--- src/rtl/can_tx_sched_if.sv ---
// Signal bundle between the host register block, can_tx_sched and the CAN TX bit engine.
// slave = scheduler side, master = host/engine side.
interface can_tx_sched_if #(
  parameter int unsigned NUM_MB = 4
);
  localparam int unsigned IDXW = $clog2(NUM_MB);

  logic              wr_en;
  logic [IDXW-1:0]   wr_idx;
  logic [28:0]       wr_id;
  logic              wr_ide;
  logic              wr_rtr;
  logic [3:0]        wr_dlc;
  logic [63:0]       wr_data;
  logic              wr_reject;
  logic [NUM_MB-1:0] abort_req;
  logic [NUM_MB-1:0] mb_pending;
  logic [NUM_MB-1:0] mb_done;
  logic [NUM_MB-1:0] mb_aborted;
  logic [NUM_MB-1:0] mb_fail;
  logic              bus_idle;
  logic              tx_start;
  logic [28:0]       tx_id;
  logic              tx_ide;
  logic              tx_rtr;
  logic [3:0]        tx_dlc;
  logic [63:0]       tx_data;
  logic              tx_done;
  logic              tx_arb_lost;
  logic              tx_error;

  modport slave (
    input  wr_en, wr_idx, wr_id, wr_ide, wr_rtr, wr_dlc, wr_data, abort_req, bus_idle,
    input  tx_done, tx_arb_lost, tx_error,
    output wr_reject, mb_pending, mb_done, mb_aborted, mb_fail,
    output tx_start, tx_id, tx_ide, tx_rtr, tx_dlc, tx_data
  );

  modport master (
    output wr_en, wr_idx, wr_id, wr_ide, wr_rtr, wr_dlc, wr_data, abort_req, bus_idle,
    output tx_done, tx_arb_lost, tx_error,
    input  wr_reject, mb_pending, mb_done, mb_aborted, mb_fail,
    input  tx_start, tx_id, tx_ide, tx_rtr, tx_dlc, tx_data
  );
endinterface

--- src/rtl/can_tx_sched.sv ---
// CAN 2.0B transmit-mailbox scheduler: offers the highest-priority pending frame to the TX engine.
// Optional retry limit enabled by defining CAN_TX_RETRY_LIMIT_EN.
module can_tx_sched #(
  parameter int unsigned NUM_MB    = 4,
  parameter int unsigned MAX_RETRY = 8
) (
  input logic           clk,
  input logic           rst_n,
  can_tx_sched_if.slave bus
);
  localparam int unsigned IDXW = $clog2(NUM_MB);

  typedef enum logic [1:0] {StIdle, StSelect, StStart, StActive} state_e;
  state_e state_q, state_d;

  logic [28:0] mb_id_q   [NUM_MB];
  logic        mb_ide_q  [NUM_MB];
  logic        mb_rtr_q  [NUM_MB];
  logic [3:0]  mb_dlc_q  [NUM_MB];
  logic [63:0] mb_data_q [NUM_MB];
  logic [31:0] key       [NUM_MB];

  logic [NUM_MB-1:0] pending_q, pending_d;
  logic [NUM_MB-1:0] done_q, done_d, aborted_q, aborted_d;
  logic [NUM_MB-1:0] wr_hit, wr_accept, abort_now, inflight, pend_avail;
  logic              reject_q, reject_d;
  logic              abort_lat_q, abort_lat_d, abort_eff;
  logic [IDXW-1:0]   sel_q, win_idx;
  logic              win_valid;
  logic [31:0]       best_key;
  logic [28:0]       tx_id_q;
  logic              tx_ide_q, tx_rtr_q;
  logic [3:0]        tx_dlc_q;
  logic [63:0]       tx_data_q;

`ifdef CAN_TX_RETRY_LIMIT_EN
  logic [3:0]        retry_q [NUM_MB];
  logic [3:0]        retry_d [NUM_MB];
  logic [NUM_MB-1:0] fail_q, fail_d;
`endif

  // Lower key wins; a standard frame beats an extended one with the same 11-bit base.
  function automatic logic [31:0] prio_key(input logic [28:0] id, input logic ide,
                                           input logic rtr);
    if (ide) return {id[28:18], 1'b1, 1'b1, id[17:0], rtr};
    return {id[10:0], rtr, 1'b0, 19'b0};
  endfunction

  always_comb begin
    for (int i = 0; i < NUM_MB; i++) key[i] = prio_key(mb_id_q[i], mb_ide_q[i], mb_rtr_q[i]);
  end

  // Strict less-than keeps the lowest index on ties.
  always_comb begin
    win_idx   = '0;
    win_valid = 1'b0;
    best_key  = '1;
    for (int i = 0; i < NUM_MB; i++) begin
      if (pending_q[i] && (!win_valid || key[i] < best_key)) begin
        win_valid = 1'b1;
        win_idx   = IDXW'(i);
        best_key  = key[i];
      end
    end
  end

  always_comb begin
    wr_hit = '0;
    for (int i = 0; i < NUM_MB; i++) begin
      if (bus.wr_en && bus.wr_idx == IDXW'(i)) wr_hit[i] = 1'b1;
    end
  end

  always_comb begin
    inflight = '0;
    if (state_q == StSelect && win_valid) inflight[win_idx] = 1'b1;
    else if (state_q == StStart || state_q == StActive) inflight[sel_q] = 1'b1;
  end

  assign wr_accept  = wr_hit & ~pending_q & ~bus.abort_req;
  assign reject_d   = |(wr_hit & pending_q & ~bus.abort_req);
  assign abort_now  = bus.abort_req & pending_q & ~inflight;
  assign pend_avail = (pending_q & ~bus.abort_req) | wr_accept;
  assign abort_eff  = abort_lat_q | (|(bus.abort_req & inflight));

  // FSM next state
  always_comb begin
    state_d = state_q;
    case (state_q)
      StIdle:   if (bus.bus_idle && (|pend_avail)) state_d = StSelect;
      StSelect: state_d = win_valid ? StStart : StIdle;
      StStart:  state_d = StActive;
      StActive: if (bus.tx_done || bus.tx_arb_lost || bus.tx_error) state_d = StIdle;
      default:  state_d = StIdle;
    endcase
  end

  // An abort hitting the frame on the wire is held until the attempt's outcome is known.
  always_comb begin
    abort_lat_d = 1'b0;
    if (state_q == StSelect) begin
      abort_lat_d = |(bus.abort_req & inflight);
    end else if (state_q == StStart || (state_q == StActive && state_d == StActive)) begin
      abort_lat_d = abort_eff;
    end
  end

  always_comb begin
    pending_d = (pending_q | wr_accept) & ~abort_now;
    done_d    = '0;
    aborted_d = abort_now;
`ifdef CAN_TX_RETRY_LIMIT_EN
    fail_d  = '0;
    retry_d = retry_q;
    for (int i = 0; i < NUM_MB; i++) begin
      if (wr_accept[i] || abort_now[i]) retry_d[i] = '0;
    end
`endif
    if (state_q == StActive) begin
      if (bus.tx_done) begin
        pending_d[sel_q] = 1'b0;
        done_d[sel_q]    = 1'b1;
`ifdef CAN_TX_RETRY_LIMIT_EN
        retry_d[sel_q]   = '0;
`endif
      end else if (bus.tx_arb_lost || bus.tx_error) begin
        if (abort_eff) begin
          pending_d[sel_q] = 1'b0;
          aborted_d[sel_q] = 1'b1;
`ifdef CAN_TX_RETRY_LIMIT_EN
          retry_d[sel_q]   = '0;
        end else if (bus.tx_error) begin
          if ((32'(retry_q[sel_q]) + 32'd1) == MAX_RETRY) begin
            pending_d[sel_q] = 1'b0;
            fail_d[sel_q]    = 1'b1;
            retry_d[sel_q]   = '0;
          end else if (retry_q[sel_q] != 4'hF) begin
            retry_d[sel_q] = retry_q[sel_q] + 4'd1;
          end
`endif
        end
      end
    end
  end

  always_ff @(posedge clk or negedge rst_n) begin
    if (!rst_n) begin
      state_q     <= StIdle;
      pending_q   <= '0;
      done_q      <= '0;
      aborted_q   <= '0;
      reject_q    <= 1'b0;
      abort_lat_q <= 1'b0;
    end else begin
      state_q     <= state_d;
      pending_q   <= pending_d;
      done_q      <= done_d;
      aborted_q   <= aborted_d;
      reject_q    <= reject_d;
      abort_lat_q <= abort_lat_d;
    end
  end

`ifdef CAN_TX_RETRY_LIMIT_EN
  always_ff @(posedge clk or negedge rst_n) begin
    if (!rst_n) begin
      fail_q <= '0;
      for (int i = 0; i < NUM_MB; i++) retry_q[i] <= '0;
    end else begin
      fail_q  <= fail_d;
      retry_q <= retry_d;
    end
  end
  assign bus.mb_fail = fail_q;
`else
  logic unused_max_retry;
  assign unused_max_retry = (MAX_RETRY == 0);
  assign bus.mb_fail      = '0;
`endif

  always_ff @(posedge clk or negedge rst_n) begin
    if (!rst_n) begin
      for (int i = 0; i < NUM_MB; i++) begin
        mb_id_q[i]   <= '0;
        mb_ide_q[i]  <= 1'b0;
        mb_rtr_q[i]  <= 1'b0;
        mb_dlc_q[i]  <= '0;
        mb_data_q[i] <= '0;
      end
    end else begin
      for (int i = 0; i < NUM_MB; i++) begin
        if (wr_accept[i]) begin
          mb_id_q[i]   <= bus.wr_id;
          mb_ide_q[i]  <= bus.wr_ide;
          mb_rtr_q[i]  <= bus.wr_rtr;
          mb_dlc_q[i]  <= bus.wr_dlc;
          mb_data_q[i] <= bus.wr_data;
        end
      end
    end
  end

  always_ff @(posedge clk or negedge rst_n) begin
    if (!rst_n) begin
      sel_q     <= '0;
      tx_id_q   <= '0;
      tx_ide_q  <= 1'b0;
      tx_rtr_q  <= 1'b0;
      tx_dlc_q  <= '0;
      tx_data_q <= '0;
    end else if (state_q == StSelect && win_valid) begin
      sel_q     <= win_idx;
      tx_id_q   <= mb_id_q[win_idx];
      tx_ide_q  <= mb_ide_q[win_idx];
      tx_rtr_q  <= mb_rtr_q[win_idx];
      tx_dlc_q  <= mb_dlc_q[win_idx];
      tx_data_q <= mb_data_q[win_idx];
    end
  end

  // FSM outputs
  always_comb begin
    bus.tx_start = (state_q == StStart);
  end

  assign bus.wr_reject  = reject_q;
  assign bus.mb_pending = pending_q;
  assign bus.mb_done    = done_q;
  assign bus.mb_aborted = aborted_q;
  assign bus.tx_id      = tx_id_q;
  assign bus.tx_ide     = tx_ide_q;
  assign bus.tx_rtr     = tx_rtr_q;
  assign bus.tx_dlc     = tx_dlc_q;
  assign bus.tx_data    = tx_data_q;
endmodule

--- src/flat_wrapper.sv ---
// flat-port wrapper written by rule: the top's interface ports become plain ports
module can_tx_sched_flat 
#(
  parameter int unsigned NUM_MB    = 4,
  parameter int unsigned MAX_RETRY = 8
)
  (clk, rst_n, bus_wr_en, bus_wr_idx, bus_wr_id, bus_wr_ide, bus_wr_rtr, bus_wr_dlc, bus_wr_data, bus_abort_req, bus_bus_idle, bus_tx_done, bus_tx_arb_lost, bus_tx_error, bus_wr_reject, bus_mb_pending, bus_mb_done, bus_mb_aborted, bus_mb_fail, bus_tx_start, bus_tx_id, bus_tx_ide, bus_tx_rtr, bus_tx_dlc, bus_tx_data);
  can_tx_sched_if #(.NUM_MB(NUM_MB)) bus_i ();
  input logic clk;
  input logic rst_n;
  input wire logic [$bits(bus_i.wr_en)-1:0] bus_wr_en;
  input wire logic [$bits(bus_i.wr_idx)-1:0] bus_wr_idx;
  input wire logic [$bits(bus_i.wr_id)-1:0] bus_wr_id;
  input wire logic [$bits(bus_i.wr_ide)-1:0] bus_wr_ide;
  input wire logic [$bits(bus_i.wr_rtr)-1:0] bus_wr_rtr;
  input wire logic [$bits(bus_i.wr_dlc)-1:0] bus_wr_dlc;
  input wire logic [$bits(bus_i.wr_data)-1:0] bus_wr_data;
  input wire logic [$bits(bus_i.abort_req)-1:0] bus_abort_req;
  input wire logic [$bits(bus_i.bus_idle)-1:0] bus_bus_idle;
  input wire logic [$bits(bus_i.tx_done)-1:0] bus_tx_done;
  input wire logic [$bits(bus_i.tx_arb_lost)-1:0] bus_tx_arb_lost;
  input wire logic [$bits(bus_i.tx_error)-1:0] bus_tx_error;
  output wire logic [$bits(bus_i.wr_reject)-1:0] bus_wr_reject;
  output wire logic [$bits(bus_i.mb_pending)-1:0] bus_mb_pending;
  output wire logic [$bits(bus_i.mb_done)-1:0] bus_mb_done;
  output wire logic [$bits(bus_i.mb_aborted)-1:0] bus_mb_aborted;
  output wire logic [$bits(bus_i.mb_fail)-1:0] bus_mb_fail;
  output wire logic [$bits(bus_i.tx_start)-1:0] bus_tx_start;
  output wire logic [$bits(bus_i.tx_id)-1:0] bus_tx_id;
  output wire logic [$bits(bus_i.tx_ide)-1:0] bus_tx_ide;
  output wire logic [$bits(bus_i.tx_rtr)-1:0] bus_tx_rtr;
  output wire logic [$bits(bus_i.tx_dlc)-1:0] bus_tx_dlc;
  output wire logic [$bits(bus_i.tx_data)-1:0] bus_tx_data;
  assign bus_i.wr_en = bus_wr_en;
  assign bus_i.wr_idx = bus_wr_idx;
  assign bus_i.wr_id = bus_wr_id;
  assign bus_i.wr_ide = bus_wr_ide;
  assign bus_i.wr_rtr = bus_wr_rtr;
  assign bus_i.wr_dlc = bus_wr_dlc;
  assign bus_i.wr_data = bus_wr_data;
  assign bus_i.abort_req = bus_abort_req;
  assign bus_i.bus_idle = bus_bus_idle;
  assign bus_i.tx_done = bus_tx_done;
  assign bus_i.tx_arb_lost = bus_tx_arb_lost;
  assign bus_i.tx_error = bus_tx_error;
  assign bus_wr_reject = bus_i.wr_reject;
  assign bus_mb_pending = bus_i.mb_pending;
  assign bus_mb_done = bus_i.mb_done;
  assign bus_mb_aborted = bus_i.mb_aborted;
  assign bus_mb_fail = bus_i.mb_fail;
  assign bus_tx_start = bus_i.tx_start;
  assign bus_tx_id = bus_i.tx_id;
  assign bus_tx_ide = bus_i.tx_ide;
  assign bus_tx_rtr = bus_i.tx_rtr;
  assign bus_tx_dlc = bus_i.tx_dlc;
  assign bus_tx_data = bus_i.tx_data;
  can_tx_sched #(.NUM_MB(NUM_MB), .MAX_RETRY(MAX_RETRY)) u_core (.clk(clk), .rst_n(rst_n), .bus(bus_i));
endmodule
--- config.mk ---
export PLATFORM = sky130hd
export DESIGN_NAME = can_tx_sched_flat
export DESIGN_NICKNAME = d
export VERILOG_FILES = /design/src/rtl/can_tx_sched_if.sv /design/src/rtl/can_tx_sched.sv /design/src/flat_wrapper.sv
export SDC_FILE = /design/constraint.sdc
export NUM_CORES = 1
export LEC_CHECK = 0
export CAP_MARGIN = 40
export CORE_UTILIZATION = 45
export CTS_CLUSTER_DIAMETER = 80
export CTS_CLUSTER_SIZE = 20
export DETAILED_ROUTE_END_ITERATION = 6
export GPL_TIMING_DRIVEN = 0
export PLACE_DENSITY = 0.67
export SLEW_MARGIN = 40
export SYNTH_ARGS = -nofsm -noshare
export SYNTH_HDL_FRONTEND = slang
export SYNTH_SLANG_ARGS = --single-unit
--- constraint.sdc ---
create_clock -name clk -period 11.9 [get_ports clk]
set_input_delay 2.38 -clock clk [delete_from_list [all_inputs] [get_ports clk]]
set_output_delay 2.38 -clock clk [all_outputs]
set_load 0.05 [all_outputs]
-- After elaboration in Yosys (flattened, before gate mapping)
Index checks and enable logic that the tools add are counted.
- register bits: 513
- bits of input ports: 112
- output and inout bits: 117
- bitwise logic cells: 20
- reduce and logical (&&, ||, !) cells: 28
- muxes and demuxes: 63
- magnitude comparators: 8
- eq/ne operators: 7
- operators by type and width (operator ; number):
    32-bit two-way mux ; 11
    64-bit binary-select mux with 2-bit select ; 1
    64-bit two-way mux ; 2
    32-bit less-than comparator ; 3
    29-bit binary-select mux with 2-bit select ; 1
    29-bit two-way mux ; 2
    4-bit two-way mux ; 14
    4-bit AND ; 10
    1-bit two-way mux ; 21
    4-bit NOT ; 5
    1-bit logical AND ; 12
    4-bit OR ; 3
    4-bit OR reduction ; 3
    2-bit equality test (second input constant) ; 5
    2-bit two-way mux ; 5
    4-bit binary-select mux with 2-bit select ; 1
    1-bit logical OR ; 8
    2-bit case mux with 4 select lines ; 1
    2-bit by 3-bit less-than comparator with 1-bit output (second input constant) ; 2
    1-bit binary-select mux with 2-bit select ; 2
    1-bit demux with 2-bit select ; 2
    2-bit by 1-bit equality test with 1-bit output (second input constant) ; 2
    2-bit by 1-bit greater-or-equal comparator with 1-bit output (second input constant) ; 2
    2-bit zero test ; 2
    4 further kinds ; 6

-- Longest topological paths before layout
- depth in word-level cells: 29
- gate-level depth with buffers: 42
- gate-level depth less buffers: 32

-- Worst setup path after synthesis
Ideal clock, no wire load.
- path type: reg-to-reg
- from: register u_core.pending_q[0], in the netlist u_core.bus.mb_pending[0]
- to: register u_core.pending_q[1], in the netlist u_core.bus.mb_pending[1]
- library setup time: 0.120 ns
- path buffers: 8
- slack: 3.404 ns
- cell stages (with the launch flop): 39
- required time: 11.780 ns
- data arrival time: 8.376 ns
- period minus slack after synthesis: 8.496 ns
- cell sequence: dfrtp_1 clkbuf_1 inv_1 clkbuf_1 a211oi_1 ha_1 a21oi_1 a21boi_1 a2111oi_0 nand4_1 o22ai_1 clkbuf_1 nand2_1 o21a_1 ha_1 a21o_1 a2111oi_0 o221ai_1 [... 3 more ...] buf_2 buf_2 clkbuf_1 nand2_1 o21ai_0 ha_1 and3_1 a221o_1 a221oi_1 and2_1 nand4_1 a31o_1 o21a_1 buf_2 buf_6 nand4_1 o2111ai_1 o211a_1
- cells in the longest elaborated chain, start to end: 27
- RTL lines (item ; line ; RTL):
    start: declaration ; can_tx_sched.sv:23 ; logic [NUM_MB-1:0] pending_q, pending_d;
    start signal: assignment ; can_tx_sched.sv:156 ; pending_q <= pending_d;
    32-bit two-way mux or 1-bit two-way mux (tied branches) ; can_tx_sched.sv:59 ; if (pending_q[i] && (!win_valid || key[i] < best_key)) begin
    32-bit less-than comparator or 1-bit zero test (tied branches) ; can_tx_sched.sv:59 ;
    1-bit logical OR ; can_tx_sched.sv:59 ;
    1-bit logical AND ; can_tx_sched.sv:59 ;
    32-bit two-way mux or 1-bit two-way mux (tied branches) ; can_tx_sched.sv:59 ;
    32-bit less-than comparator or 1-bit zero test (tied branches) ; can_tx_sched.sv:59 ;
    1-bit logical OR ; can_tx_sched.sv:59 ;
    1-bit logical AND ; can_tx_sched.sv:59 ;
    [... 12 more ...] ; -- ;
    4-bit NOT ; can_tx_sched.sv:109 ; pending_d = (pending_q | wr_accept) & ~abort_now;
    4-bit AND ; can_tx_sched.sv:109 ;
    4-bit AND (no line) ; -- ;
    4-bit two-way mux ; can_tx_sched.sv:127 ; if (abort_eff) begin
    4-bit two-way mux ; can_tx_sched.sv:126 ; end else if (bus.tx_arb_lost || bus.tx_error) begin
    4-bit two-way mux ; can_tx_sched.sv:120 ; if (bus.tx_done) begin
    4-bit two-way mux (*) ; can_tx_sched.sv:119 ; if (state_q == StActive) begin
    net u_core.pending_d[1] ; can_tx_sched.sv:23 ;
The timed path passes the listed nets; every way through them passes the cells marked *.
A chain may end at the register's enable or synchronous reset.

-- Worst setup path in the final report
- from: register u_core.pending_q[0], in the netlist u_core.bus.mb_pending[0]
- to: register u_core.tx_dlc_q[3], in the netlist u_core.bus.tx_dlc[3]
- cells in the longest elaborated chain, start to end: 17
- RTL lines (item ; line ; RTL):
    32-bit two-way mux or 1-bit two-way mux (tied branches) ; can_tx_sched.sv:59 ;
    32-bit less-than comparator or 1-bit zero test (tied branches) ; can_tx_sched.sv:59 ;
    1-bit logical OR ; can_tx_sched.sv:59 ;
    1-bit logical AND ; can_tx_sched.sv:59 ;
    32-bit two-way mux or 1-bit two-way mux (tied branches) ; can_tx_sched.sv:59 ;
    32-bit less-than comparator or 1-bit zero test (tied branches) ; can_tx_sched.sv:59 ;
    1-bit logical OR ; can_tx_sched.sv:59 ;
    1-bit logical AND ; can_tx_sched.sv:59 ;
    32-bit two-way mux or 1-bit two-way mux (tied branches) ; can_tx_sched.sv:59 ;
    32-bit less-than comparator or 1-bit zero test (tied branches) ; can_tx_sched.sv:59 ;
    1-bit logical OR ; can_tx_sched.sv:59 ;
    1-bit logical AND ; can_tx_sched.sv:59 ;
    2-bit two-way mux ; can_tx_sched.sv:59 ;
    2-bit NOT with 3-bit output (implied by the code) ; can_tx_sched.sv:216 ; tx_dlc_q <= mb_dlc_q[win_idx];
    4-bit binary-select mux with 2-bit select ; can_tx_sched.sv:216 ;
    4-bit two-way mux (implied by the code) (2 in a row) ; can_tx_sched.sv:216 ;
    end signal: assignment ; can_tx_sched.sv:216 ;
    end: declaration ; can_tx_sched.sv:33 ; logic [3:0] tx_dlc_q;
Several ways; a longest one is shown, not always the timed one. The select of a mux whose other input is x is not followed.

==> results.txt <==
Status = finished, final reports clean
Skew-Pair Late Insertion Delay = 0.60 ns
Gpl congestion = 0.975
Slowest stage cell, crit path = o221ai_1
Slew @ Worst Pin = 0.900 ns
Slew margin rel. = 0.400
RSZ-0062 raised after global routing = no
Max-Cap Viols = 0
Row count = 87
Mapped Cells = 2280
Post-route antenna net violation count = 0
Post-CTS setup buffers = 0
Largest area contributor in the netlist = dfrtp_1
Maximum fanout along the worst path = 10
Reg-to-Reg Start = u_core.bus.mb_pending[0]$_DFF_PN0_
WL final = 77.9 mm
Min-delay src = u_core.bus.tx_id[15]$_DFFE_PN0P_
Vias/cell = 5.75
FF+latch count, synth = 513
CTS tree = built
Crit path from = u_core.bus.mb_pending[0]$_DFF_PN0_
Die ar. = 58800 µm²
Most common cell on crit path = buf_2
Initial Utilization = 0.459
Post-Place Cells = 3271
Clock Tree Root = clkbuf_16
Vias in the first global route = 20077
CP Launch Type = register
Largest net degree at the start of global routing = 80
DR vias = 19125
Cts hold-fix bufs = 0
Mean area per synthesized cell = 11.4 µm²
Synthesized area = 26000 µm²
Synth warn = 0
Initial DRC Count = 1216
Worst EP required = 12.36 ns
CP bufs+invs = 13
Final setup violation count = 0
Area Growth Syn to Fin = 17.9%
Kind of critical path = register to register
GRT Total Usage = 0.265
Layout Cells excl Fill = 3328
Register area share after synthesis = 0.493
HP Class = register to register
Global-route wire length before repair = 121 mm
Multi-input logic area = 12500 µm²
Fin nets = 2756
Worst-path clk slew = 0.08 ns
Post-synth top cells = dfrtp_1, mux2_2, nand2_1
HPWL Detailed = 56.9 mm
Top FF cell, synth = dfrtp_1
Unique cell type count in the Yosys netlist = 58
PortBufs = 224
Worst Skew = 0.0382 ns
Ports = 229
Max-slew violation count = 0
Most frequent cell after synthesis = dfrtp_1
CP endpoint kind = register
Setup WS pre-CTS = -0.262 ns
# fillers = 4951
Top delay family on crit path = buffers and inverters
Register area = 12800 µm²
Fin crit period = 11.54 ns
Layout cells sized above 1 = 0.222
Clk buf depth = 3
Final Hold Vio Count = 0
Core area = 56700 µm²
Clock sink count = 513
Ranking of synthesized cells by area = dfrtp_1, mux2_2, mux2i_1
Total grt overflow = 0
Die width = 242 µm
Fmax = 86.7 MHz
Period utilization = 0.970
Crit-path max cell delay = 0.50 ns
Crit path arrival time = 12.00 ns
Antenna violations before repair = 6
Yosys top cell area share = 0.493
Total CTS buffers = 35
Die Ht = 242 µm
DRT Pass-1 Iters = 7
Routed len/inst = 23.4 µm
Final worst slack = 0.360 ns
Post-synth EDFFs = 0
Asr flop ratio synth = 1.00
CTS H-tree depth = 2
DR DRC count = 0
-- cell families after synthesis --
kind of cell / count (synthesis) / share of synthesized area
buf+inv: 162 / 0.0285
simple gates: 463 / 0.0795
flops: 513 / 0.493
fa+ha+maj: 92 / 0.0442
compound gates: 423 / 0.0927
mux: 626 / 0.261
other cells: 1 / 0.000144
-- timing repair --
item | 4_1_cts | 5_1_grt
setup endpoints to repair | 101 | 110
hold endpoints to repair | 0 | 0
resized for setup | 4 | 13
-- worst paths after layout --
| kind | endpoint | slack, ns | cells past startpoint |
|---|---|---|---|
| max in group asynchronous | u_core.mb_data_q[173]$_DFFE_PN0P_ | 8.84 | 4 |
| min | u_core.bus.tx_id[15]$_DFFE_PN0P_ | 0.49 | 2 |
| max | u_core.bus.tx_dlc[3]$_DFFE_PN0P_ | 0.36 | 41 |
| max reg2reg | u_core.bus.tx_dlc[3]$_DFFE_PN0P_ | 0.36 | 41 |
| min reg2reg | u_core.bus.tx_id[15]$_DFFE_PN0P_ | 0.49 | 2 |
| min in group asynchronous | u_core.bus.tx_data[0]$_DFFE_PN0P_ | 1.61 | 1 |
-- cell type report --
class                           count  area share
Antenna cell                        4    0.000326
Buffer                            151      0.0238
Clock buffer                       38      0.0296
Clock inverter                     15     0.00840
Inverter                           11     0.00135
Multi-Input combinational cell   1608       0.407
Sequential cell                   513       0.418
Tap cell                          756      0.0308
Timing Repair Buffer              232      0.0804
-- layout by cell type, fill, tap and decap left out, types with 24 or more instances in the layout --
master and count:
a21oi_1 87, and2_1 56, clkbuf_1 84, clkbuf_16 35, clkbuf_2 24, clkdlybuf4s50_1 223
dfrtp_1 513, ha_1 92, mux2_2 429, mux2i_1 197, nand2_1 243, nor2_1 82
o21ai_0 137, o21ai_1 100
-- worst register-to-register path, delay by kind of cell, from the launching register on --
kind / cells / cell delay (ns)
buffers and inverters: 13 / 4.00
and+or+nand+nor: 8 / 1.99
AOI/OAI and AO/OA: 16 / 3.74
adders and majority gates: 3 / 0.85
muxes: 1 / 0.39
DFF: 1 / 0.46
-- registers in the layout, summed over array words and instances (netlist names), 16 cells and up --
register	flops
u_core.bus.tx_data	64
u_core.bus.tx_id	29
u_core.mb_data_q	256
u_core.mb_dlc_q	16
u_core.mb_id_q	116
-- metal layers --
metal  vias to the layer above  GRT usage  wire, µm
met4                         6     0.0948      2550
met3                       138     0.0312      3630
met2                       551      0.446     38000
li1                       8668          -         -
met1                      9762      0.353     33700
met5                         -          0        33
-- stage by stage --
step	hold WS (ns)	cell area, µm²	setup TNS, ns	util
final	0.486	30700	0	0.541
after global routing	0.514	30700	0	0.541
after CTS	0.494	30600	0	0.540
after detailed placement	0.475	29500	-7.72	0.519
after global placement	0.469	29200	-6870.71	0.515
after floorplan	0.480	26000	0	-
Power is left out: the tool's default activity adds up to more than one toggle a clock period on the data nets, which glitch-free logic cannot reach.
